### src/rtl/approx_err_pkg.sv
// Shared types and width helpers for the approximate-multiplier error monitor.
// Contents: FSM state enum and width functions for product, sum and count buses.
// Width helpers take the operand width W; every result width derives from it.
package approx_err_pkg;

  typedef enum logic [1:0] {
    ST_IDLE  = 2'd0,
    ST_SWEEP = 2'd1,
    ST_DRAIN = 2'd2,
    ST_DONE  = 2'd3
  } state_t;

  // Product of two W-bit operands.
  function automatic int prod_w(input int w);
    return 2 * w;
  endfunction

  // Error sum: 2^(2W) pairs, each error below 2^(2W), so 4W bits cannot overflow.
  function automatic int sum_w(input int w);
    return 4 * w;
  endfunction

  // Pair counters must reach 2^(2W) inclusive.
  function automatic int cnt_w(input int w);
    return 2 * w + 1;
  endfunction

  // Drain counter width: MUL_LAT tops out at 8.
  localparam int DRAIN_CNT_W = 4;

endpackage

### src/rtl/approx_err_monitor_if.sv
// Operand/product bus between the error monitor and the multiplier under test.
// master: drives op_a/op_b, receives approx_p. slave: the multiplier side.
// No handshake: the multiplier returns a product a fixed latency after operands.
interface approx_err_monitor_if
  import approx_err_pkg::*;
#(
  parameter int W = 4
);

  logic [W-1:0]         op_a;
  logic [W-1:0]         op_b;
  logic [prod_w(W)-1:0] approx_p;

  modport master (output op_a, output op_b, input approx_p);
  modport slave  (input op_a, input op_b, output approx_p);

endinterface

### src/rtl/approx_err_pipe.sv
// Delay line carrying the exact product and a valid bit alongside the multiplier.
// Latency: MUL_LAT cycles (0 = combinational pass-through).
// Ports: in_vld/in_dat enter each cycle, out_vld/out_dat line up with approx_p.
module approx_err_pipe
  import approx_err_pkg::*;
#(
  parameter int W       = 4,
  parameter int MUL_LAT = 1
) (
  input  logic                 clk,
  input  logic                 rst,
  input  logic                 in_vld,
  input  logic [prod_w(W)-1:0] in_dat,
  output logic                 out_vld,
  output logic [prod_w(W)-1:0] out_dat
);

  localparam int PW = prod_w(W);

  generate
    if (MUL_LAT == 0) begin : g_pass
      assign out_vld = in_vld;
      assign out_dat = in_dat;
    end else begin : g_dly
      logic [MUL_LAT-1:0] vld_q;
      logic [PW-1:0]      dat_q [MUL_LAT];

      // Only the valid bits need reset; data is qualified by them.
      always_ff @(posedge clk) begin
        if (rst) begin
          vld_q <= '0;
        end else begin
          vld_q[0] <= in_vld;
          for (int i = 1; i < MUL_LAT; i++) vld_q[i] <= vld_q[i-1];
        end
      end

      always_ff @(posedge clk) begin
        dat_q[0] <= in_dat;
        for (int i = 1; i < MUL_LAT; i++) dat_q[i] <= dat_q[i-1];
      end

      assign out_vld = vld_q[MUL_LAT-1];
      assign out_dat = dat_q[MUL_LAT-1];
    end
  endgenerate

endmodule

### src/rtl/approx_err_monitor.sv
// Exhaustive error sweep of an external approximate W x W multiplier.
// Latency: done pulses 2^(2W)+MUL_LAT+1 cycles after the accepting start.
// Ports: start/busy/done control, mul bus to the multiplier, result registers.
// No backpressure: one operand pair per SWEEP cycle, start ignored while busy.
// Build option: define APPROX_ERR_MAX_EN to track err_max; otherwise it reads 0.
module approx_err_monitor
  import approx_err_pkg::*;
#(
  parameter int W       = 4,
  parameter int MUL_LAT = 1
) (
  input  logic                  clk,
  input  logic                  rst,
  input  logic                  start,
  approx_err_monitor_if.master  mul,
  output logic                  busy,
  output logic                  done,
  output logic [sum_w(W)-1:0]   err_sum,
  output logic [prod_w(W)-1:0]  err_max,
  output logic [cnt_w(W)-1:0]   cnt_over,
  output logic [cnt_w(W)-1:0]   cnt_under,
  output logic [cnt_w(W)-1:0]   cnt_exact
);

  localparam int PW = prod_w(W);
  localparam int SW = sum_w(W);
  localparam int CW = cnt_w(W);
  localparam logic [CW-1:0] CNT_ONE = CW'(1);
  localparam logic [PW-1:0] IDX_ONE = PW'(1);
  localparam logic [DRAIN_CNT_W-1:0] DRAIN_ONE  = DRAIN_CNT_W'(1);
  localparam logic [DRAIN_CNT_W-1:0] DRAIN_LAST = DRAIN_CNT_W'((MUL_LAT > 0) ? MUL_LAT - 1 : 0);

  state_t                  state, state_nxt;
  logic [PW-1:0]           idx;
  logic [DRAIN_CNT_W-1:0]  drain_cnt;
  logic                    accept;
  logic [PW-1:0]           exact_cur;
  logic                    cmp_vld;
  logic [PW-1:0]           cmp_exact;
  logic                    is_over, is_under;
  logic [PW-1:0]           err_mag;

  assign accept = start && ((state == ST_IDLE) || (state == ST_DONE));

  // State register, sweep index and drain counter.
  always_ff @(posedge clk) begin
    if (rst) begin
      state     <= ST_IDLE;
      idx       <= '0;
      drain_cnt <= '0;
      done      <= 1'b0;
    end else begin
      state     <= state_nxt;
      done      <= (state_nxt == ST_DONE) && (state != ST_DONE);
      idx       <= (state == ST_SWEEP) ? idx + IDX_ONE : '0;
      drain_cnt <= (state == ST_DRAIN) ? drain_cnt + DRAIN_ONE : '0;
    end
  end

  always_comb begin
    state_nxt = state;
    busy      = 1'b0;
    mul.op_a  = '0;
    mul.op_b  = '0;
    case (state)
      ST_IDLE:  if (start) state_nxt = ST_SWEEP;
      ST_SWEEP: begin
        busy     = 1'b1;
        mul.op_a = idx[PW-1:W];
        mul.op_b = idx[W-1:0];
        // With no multiplier latency the last compare happens this cycle.
        if (idx == '1) state_nxt = (MUL_LAT == 0) ? ST_DONE : ST_DRAIN;
      end
      ST_DRAIN: begin
        busy = 1'b1;
        if (drain_cnt == DRAIN_LAST) state_nxt = ST_DONE;
      end
      ST_DONE:  if (start) state_nxt = ST_SWEEP;
      default:  state_nxt = ST_IDLE;
    endcase
  end

  assign exact_cur = PW'(mul.op_a) * PW'(mul.op_b);

  approx_err_pipe #(
    .W       (W),
    .MUL_LAT (MUL_LAT)
  ) u_pipe (
    .clk     (clk),
    .rst     (rst),
    .in_vld  (state == ST_SWEEP),
    .in_dat  (exact_cur),
    .out_vld (cmp_vld),
    .out_dat (cmp_exact)
  );

  always_comb begin
    is_over  = cmp_vld && (mul.approx_p > cmp_exact);
    is_under = cmp_vld && (mul.approx_p < cmp_exact);
    // Equal operands fall into the second arm and yield zero.
    err_mag  = is_over ? (mul.approx_p - cmp_exact) : (cmp_exact - mul.approx_p);
  end

  always_ff @(posedge clk) begin
    if (rst || accept) begin
      err_sum   <= '0;
      cnt_over  <= '0;
      cnt_under <= '0;
      cnt_exact <= '0;
    end else if (cmp_vld) begin
      err_sum <= err_sum + SW'(err_mag);
      if (is_over)       cnt_over  <= cnt_over + CNT_ONE;
      else if (is_under) cnt_under <= cnt_under + CNT_ONE;
      else               cnt_exact <= cnt_exact + CNT_ONE;
    end
  end

`ifdef APPROX_ERR_MAX_EN
  always_ff @(posedge clk) begin
    if (rst || accept) begin
      err_max <= '0;
    end else if (cmp_vld && (err_mag > err_max)) begin
      err_max <= err_mag;
    end
  end
`else
  assign err_max = '0;
`endif

endmodule

### src/flat_wrapper.sv
// flat-port wrapper written by rule: the top's interface ports become plain ports
module approx_err_monitor_flat import approx_err_pkg::*;
#(
  parameter int W       = 4,
  parameter int MUL_LAT = 1
)
  (clk, rst, start, busy, done, err_sum, err_max, cnt_over, cnt_under, cnt_exact, mul_op_a, mul_op_b, mul_approx_p);
  approx_err_monitor_if #(.W(W)) mul_i ();
  input  logic clk;
  input  logic rst;
  input  logic start;
  output logic busy;
  output logic done;
  output logic [sum_w(W)-1:0] err_sum;
  output logic [prod_w(W)-1:0] err_max;
  output logic [cnt_w(W)-1:0] cnt_over;
  output logic [cnt_w(W)-1:0] cnt_under;
  output logic [cnt_w(W)-1:0] cnt_exact;
  output wire logic [$bits(mul_i.op_a)-1:0] mul_op_a;
  output wire logic [$bits(mul_i.op_b)-1:0] mul_op_b;
  input wire logic [$bits(mul_i.approx_p)-1:0] mul_approx_p;
  assign mul_op_a = mul_i.op_a;
  assign mul_op_b = mul_i.op_b;
  assign mul_i.approx_p = mul_approx_p;
  approx_err_monitor #(.W(W), .MUL_LAT(MUL_LAT)) u_core (.clk(clk), .rst(rst), .start(start), .mul(mul_i), .busy(busy), .done(done), .err_sum(err_sum), .err_max(err_max), .cnt_over(cnt_over), .cnt_under(cnt_under), .cnt_exact(cnt_exact));
endmodule
### config.mk
export PLATFORM = sky130hd
export DESIGN_NAME = approx_err_monitor_flat
export DESIGN_NICKNAME = d
export VERILOG_FILES = /design/src/rtl/approx_err_pkg.sv /design/src/rtl/approx_err_monitor_if.sv /design/src/rtl/approx_err_pipe.sv /design/src/rtl/approx_err_monitor.sv /design/src/flat_wrapper.sv
export SDC_FILE = /design/constraint.sdc
export NUM_CORES = 1
export LEC_CHECK = 0
export ABC_AREA = 1
export CAP_MARGIN = 20
export CORE_ASPECT_RATIO = 2
export CORE_MARGIN = 2
export CORE_UTILIZATION = 30
export CTS_CLUSTER_DIAMETER = 200
export DETAILED_ROUTE_END_ITERATION = 8
export PLACE_DENSITY = 0.6
export SLEW_MARGIN = 20
export SYNTH_ARGS = -nofsm -noshare
export SYNTH_HDL_FRONTEND = slang
export SYNTH_HIERARCHICAL = 1
export SYNTH_SLANG_ARGS = --single-unit
### constraint.sdc
create_clock -name clk -period 3.5 [get_ports clk]
set_input_delay 0.7 -clock clk [delete_from_list [all_inputs] [get_ports clk]]
set_output_delay 0.7 -clock clk [all_outputs]
set_load 0.05 [all_outputs]
# ---- After elaboration in Yosys (flattened, before gate mapping)
# Memory sizes are Yosys's and may differ from the RTL's.
# Index checks and enable logic that the tools add are counted.
dict set report classes {
  addsub 8
  n_mux 8
  reduce_logical 15
  magnitude_cmp 2
  mul 1
  n_bitwise 4
  n_eq_ne 6
}
# cell count
set op_table {}
lappend op_table {{9-bit by 1-bit adder with 9-bit output, second input constant} 3}
lappend op_table {{16-bit by 8-bit adder with 16-bit output} 1}
lappend op_table {{8-bit subtractor} 2}
lappend op_table {{8-bit by 1-bit adder with 8-bit output, second input constant} 1}
lappend op_table {{8-bit == test, second input constant} 1}
lappend op_table {{8-bit greater-than comparator} 1}
lappend op_table {{8-bit < comparator} 1}
lappend op_table {{4-bit by 4-bit multiplier with 8-bit output} 1}
lappend op_table {{4-bit two-way mux} 2}
lappend op_table {{8-bit two-way mux} 1}
lappend op_table {{2-bit OR reduction} 4}
lappend op_table {{2-bit == test, second input constant} 3}
lappend op_table {{2-bit two-way mux} 3}
lappend op_table {{2-bit one-hot mux with 3 select lines} 1}
lappend op_table {{3-bit AND reduction} 2}
lappend op_table {{4-bit by 1-bit adder with 4-bit output, second input constant} 1}
lappend op_table {{1-bit logical AND} 4}
lappend op_table {{4-bit zero test} 1}
lappend op_table {{1-bit NOT} 4}
lappend op_table {{2-bit by 1-bit == test with 1-bit output, second input constant} 1}
lappend op_table {{2-bit zero test} 1}
lappend op_table {{1-bit logical OR} 2}
lappend op_table {{2-bit != test, second input constant} 1}
lappend op_table {{2-bit AND reduction} 1}
lappend op_table {{1-bit two-way mux} 1}
dict set report totals {
  ff_bits 59
  mem_bits_rw 8
  elab_cells 54
  memories 1
  out_inout_bits 61
}
# name depth width rd rd_ports_with_merged_regs write_ports line_no
set mem_list {}
lappend mem_list {u_core.u_pipe.g_dly.dat_q 1 8 1 0 1 approx_err_pipe.sv:26} ;# logic [PW-1:0] dat_q [MUL_LAT];

# ---- Logic depth before layout (Yosys ltp)
dict set report logic_depth {
  ltp_word 5
  mapped_depth 24
}

# ---- Modules after synthesis
# Netlist, hierarchy kept.
# module area_per_inst_um2 cells_each instances
set by_module_without_submodules {}
lappend by_module_without_submodules {approx_err_monitor 4729.5 719 1}
lappend by_module_without_submodules {approx_err_pipe 190.2 11 1}

# ---- Least setup slack after synthesis
# Ideal clock, no wire load.
dict set report synth_timing {
  path_kind {reg2reg}
  from {reg u_core.state[0]}
  to {mem u_core/u_pipe/g_dly.dat_q[0][7] (netlist name)}
  stages_incl_launch_ff 17
  setup_slack_ps 76
  setup_time_ps 117
  path_buffers 1
  arrival_time_ps 3308
  path_cell_list {dfxtp_1 > ha_1 > clkbuf_1 > nand2_1 > inv_1 > nand2_1 > fa_1 > fa_1 > inv_1 > ha_1 > nand3_1 > nand2_1 > nand2_1 > a21boi_0 > nor2_1 > nand2_1 > nand2_1}
}
dict set report synth_between {
  elab_chain_len 3
}
# item line_no
set synth_lines {}
lappend synth_lines {{start: declaration} approx_err_monitor.sv:33} ;# state_t state, state_nxt;
lappend synth_lines {{start signal: assignment} approx_err_monitor.sv:53} ;# state <= state_nxt;
lappend synth_lines {{2-bit by 1-bit == test with 1-bit output} approx_err_monitor.sv:65} ;# case (state)
lappend synth_lines {{4-bit two-way mux} approx_err_monitor.sv:65}
lappend synth_lines {{named net mul_op_a[0]} flat_wrapper.sv:19} ;# output wire logic [$bits(mul_i.op_a)-1:0] mul_op_a;
lappend synth_lines {{4-bit by 4-bit multiplier with 8-bit output} approx_err_monitor.sv:83} ;# assign exact_cur = PW'(mul.op_a) * PW'(mul.op_b);
lappend synth_lines {{named net u_core.exact_cur[7]} approx_err_monitor.sv:37} ;# logic [PW-1:0] exact_cur;
lappend synth_lines {{end: declaration} approx_err_pipe.sv:26}
# The timed path passes the listed nets, and every way through them passes these cells.

# ---- Final worst setup path
dict set report layout_timing {
  from {in mul_approx_p[0]}
  to {reg u_core.err_sum[10]}
}
dict set report layout_between {
  elab_chain_len 4
}
# item line_no
set layout_lines {}
lappend layout_lines {{start: declaration} flat_wrapper.sv:21} ;# input wire logic [$bits(mul_i.approx_p)-1:0] mul_approx_p;
lappend layout_lines {{8-bit greater-than comparator} approx_err_monitor.sv:98} ;# is_over = cmp_vld && (mul.approx_p > cmp_exact);
lappend layout_lines {{1-bit logical AND} approx_err_monitor.sv:98}
lappend layout_lines {{8-bit two-way mux *} approx_err_monitor.sv:101} ;# err_mag = is_over ? (mul.approx_p - cmp_exact) : (cmp_exact - mul.approx_p);
lappend layout_lines {{16-bit by 8-bit adder with 16-bit output *} approx_err_monitor.sv:111} ;# err_sum <= err_sum + SW'(err_mag);
lappend layout_lines {{end signal: assignment} approx_err_monitor.sv:111}
lappend layout_lines {{end: declaration} approx_err_monitor.sv:18} ;# output logic [sum_w(W)-1:0] err_sum,
# Every way passes the cells marked *; elsewhere a longest branch is shown, timed or not.
# A chain may end at the register's enable or synchronous reset.

==> impl_metrics.json <==
{
  "dp_hpwl_mm": 9.71,
  "drt_wl_total_mm": 12.3,
  "setup_viol": 0,
  "cts_sinks": 67,
  "fin_cells": 1036,
  "routed-via-count": 4679,
  "htree_levels": 3,
  "slew_violations": 0,
  "synth_area_um2": 4920,
  "grt_pass1_wl_mm": 19.9,
  "cts_tree": "yes",
  "nNetsFinal": 890,
  "p_sw_uw": 996,
  "die_height_um": 185,
  "clkLatencyLatePin_ns": 0.34,
  "slowest_stage": "clkdlybuf4s50_1",
  "synth_cell_types": 38,
  "die_area_um2": 17500,
  "layout-drive-gt1-share_pct": 11.3,
  "synth_area_per_cell_um2": 6.74,
  "grt_pass1_vias": 4470,
  "numCtsBuffers": 9,
  "num-fill-cells": 1763,
  "synth_most_common_cell": "nand2_1",
  "crit_path_cell_trace": "clkdlybuf4s50_1 -> ha_1 -> inv_1 -> fa_1 -> buf_4 -> nand2_1 -> nand3_1 -> xor2_1 -> nand2_1 -> nand2_1 -> inv_1 -> ha_1 -> nand2_1 -> nor2_1 -> nand3_1 -> nand2_2 -> nand3_1 -> o21ai_1 -> nor2_1",
  "clockPowerShare_pct": 38.1,
  "min_path_type": "flop to flop",
  "critPathMaxStageDelay_ns": 0.49,
  "numPlacedInstances": 1020,
  "ir_worst_vdd_mv": 0.445,
  "grt_setup_unrepaired": "false",
  "synth_edf_count": 0,
  "ys_ff_latch": 67,
  "post-route-util_pct": 39.3,
  "swShare_pct": 35.3,
  "wl_per_cell_um": 11.8,
  "synthToLayoutAreaGrowth_pct": 29.3,
  "synth_area_leaders": "dfxtp_1 27%, nand2_1 16%, ha_1 11%",
  "ys.flop_type": "dfxtp_1",
  "cts_hold_buf": 0,
  "crit_path_end_kind": "flop",
  "synth_seq_area_share_pct": 27.3,
  "clk_pin_slew_ns": 0.06,
  "gp_congestion": 0.831,
  "gr-total-overflow": 0,
  "run_status": "finished clean",
  "max_slew.worst_pin.slew_ns": 0.540,
  "finalCritPeriodShare_pct": 91.4,
  "crit_fanout": 5,
  "core_area_um2": 16200,
  "maxCapViolCount": 0,
  "start_kind": "input port",
  "p_leak_uw": 0.00293,
  "power_density_nw_per_um2": 443,
  "num_rows": 66,
  "max_slew_margin_pct": 63.9,
  "hold_viol": 0,
  "holdWs_ns": 0.463,
  "die_x_um": 94.6,
  "synth_top_area_share_pct": 27.3,
  "async_flop_share_pct": 0,
  "start_util_pct": 30.4,
  "seqPwrFrac_pct": 30.0,
  "internal_power_uw": 1820,
  "firstDrtPassIters": 4,
  "drcViolationCount": 0,
  "yosys_warnings": 6,
  "fin_worst_skew_ns": 0.0104,
  "worstPathArrival_ns": 3.43,
  "port_buffers": 63,
  "insertedDiodeCount": 0,
  "drtIter0Drc": 85,
  "grt_usage_pct": 14.3,
  "vias_per_cell": 4.52,
  "root_buffer": "clkbuf_16",
  "ys_top_cells_by_count": "207 x nand2_1, 112 x inv_1, 74 x nor2_1, 67 x dfxtp_1, 51 x nand3_1",
  "final.min_clock_period_ns": 3.20,
  "synth_top_area_cell": "dfxtp_1",
  "pwr-share-comb_pct": 31.9,
  "ios": 72,
  "path_class": "input port to flop",
  "antenna_found_initial": 0,
  "crit_top_cell": "nand2_1",
  "grt_max_degree": 34,
  "cts_max_path_buffers": 2,
  "syn_inst": 730,
  "crit_required_ns": 3.73,
  "ant_nets": 0,
  "fmax_mhz": 313
}
cell usage in the layout (no fill, tap or decap), types with 2 or more instances in the layout:
cell type,n
nor2_1,72
conb_1,8
nor3_1,6
ha_1,42
nor2_4,2
o211ai_1,2
bufinv_16,3
a21oi_2,5
nor2_2,3
clkdlybuf4s50_1,62
inv_6,2
fa_1,6
o21ai_0,16
clkbuf_16,9
nand3_1,48
o21bai_1,3
inv_1,112
dfxtp_1,67
nand2_2,11
nand3b_1,4
inv_2,2
nand3_2,5
a21oi_1,39
nand2_1,205
ha_4,2
nand4_1,13
xnor2_1,8
o21ai_1,2
buf_4,40
xor2_1,19
final timing paths:
| check | cells past startpoint | end | slack (ns) | start |
|---|---|---|---|---|
| worst max-delay path | 19 | u_core/err_sum[10] | 0.30 | mul_approx_p[0] |
| worst min register to register | 1 | u_core/drain_cnt[0] | 0.46 | u_core/drain_cnt[0] |
| worst min-delay path | 1 | u_core/drain_cnt[0] | 0.46 | u_core/drain_cnt[0] |
| worst max register to register | 16 | u_core/u_pipe/g_dly.dat_q[0][7] | 0.34 | u_core/state[1] |
worst max-delay path: cells and delay by family:
| kind | cells | cell delay [ns] |
|---|---|---|
| fa+ha+maj | 3 | 0.86 |
| simple gates | 10 | 0.84 |
| buf+inv | 4 | 0.74 |
| compound gates | 1 | 0.15 |
| xor+xnor | 1 | 0.14 |
power by group through the flow:
| stage | Sequential [uW] | Clock [uW] | Combinational (uW) |
|---|---|---|---|
| after floorplan | 925 | 0 | 565 |
| after global placement | 865 | 0 | 879 |
| after detailed placement | 864 | 0 | 882 |
| after CTS | 847 | 1100 | 885 |
| after global routing | 853 | 1130 | 994 |
| final | 846 | 1070 | 899 |
timing repair:
item	4_1_cts	5_1_grt
gates resized for setup	0	17
buffers inserted	0	0
endpoints found under the setup margin	0	13
area by class of cell:
cell class	count	area, um^2	area share (%)
multi-input combinational	531	3040	47.8
sequential	67	1340	21.1
timing repair buffer	103	933	14.7
inverter	115	439	6.91
tap	204	255	4.01
clock buffer	9	225	3.54
clock inverter	7	124	1.95
stage by stage:
| step | area [um^2] | setup TNS (ns) | power [uW] | worst slack, ns |
|---|---|---|---|---|
| finish | 6360 | 0 | 2820 | 0.301 |
| global route | 6360 | 0 | 2980 | 0.000597 |
| CTS | 6300 | 0 | 2840 | 0.154 |
| detailed placement | 5950 | -1.83 | 1750 | -0.197 |
| global placement | 5950 | -1.50 | 1740 | -0.166 |
| floorplan | 4950 | 0 | 1490 | 0.0756 |
sequential cells by signal, summed over array words and instances (netlist names):
| signal | cells |
|---|---|
| u_core/u_pipe/g_dly.dat_q | 8 |
| u_core/drain_cnt | 4 |
| u_core/state | 2 |
| u_core/err_sum | 16 |
| u_core/cnt_exact | 9 |
| u_core/cnt_under | 9 |
| u_core/done | 1 |
| u_core/u_pipe/out_vld | 1 |
| u_core/cnt_over | 9 |
| u_core/idx | 8 |
per-layer routing:
layer	global-route usage [%]	up-vias	share of wire, %
li1	-	2464	-
met1	13.7	2105	37
met2	28.7	88	57
met3	2.20	22	2.9
met4	6.55	0	3.2
met5	0	-	0
kinds of logic (layout without fill, tap and decap cells):
logic type | Yosys count | count (layout) | share of synthesized area, %
other cells | 1 | 8 | 0.0762
compound gates | 71 | 71 | 8.16
buf+inv | 139 | 234 | 12.6
xor+xnor | 27 | 27 | 4.81
fa+ha+maj | 52 | 52 | 14.3
simple gates | 373 | 373 | 32.8
flops | 67 | 67 | 27.3
No activity file was read; power rests on OpenSTA's default activity.
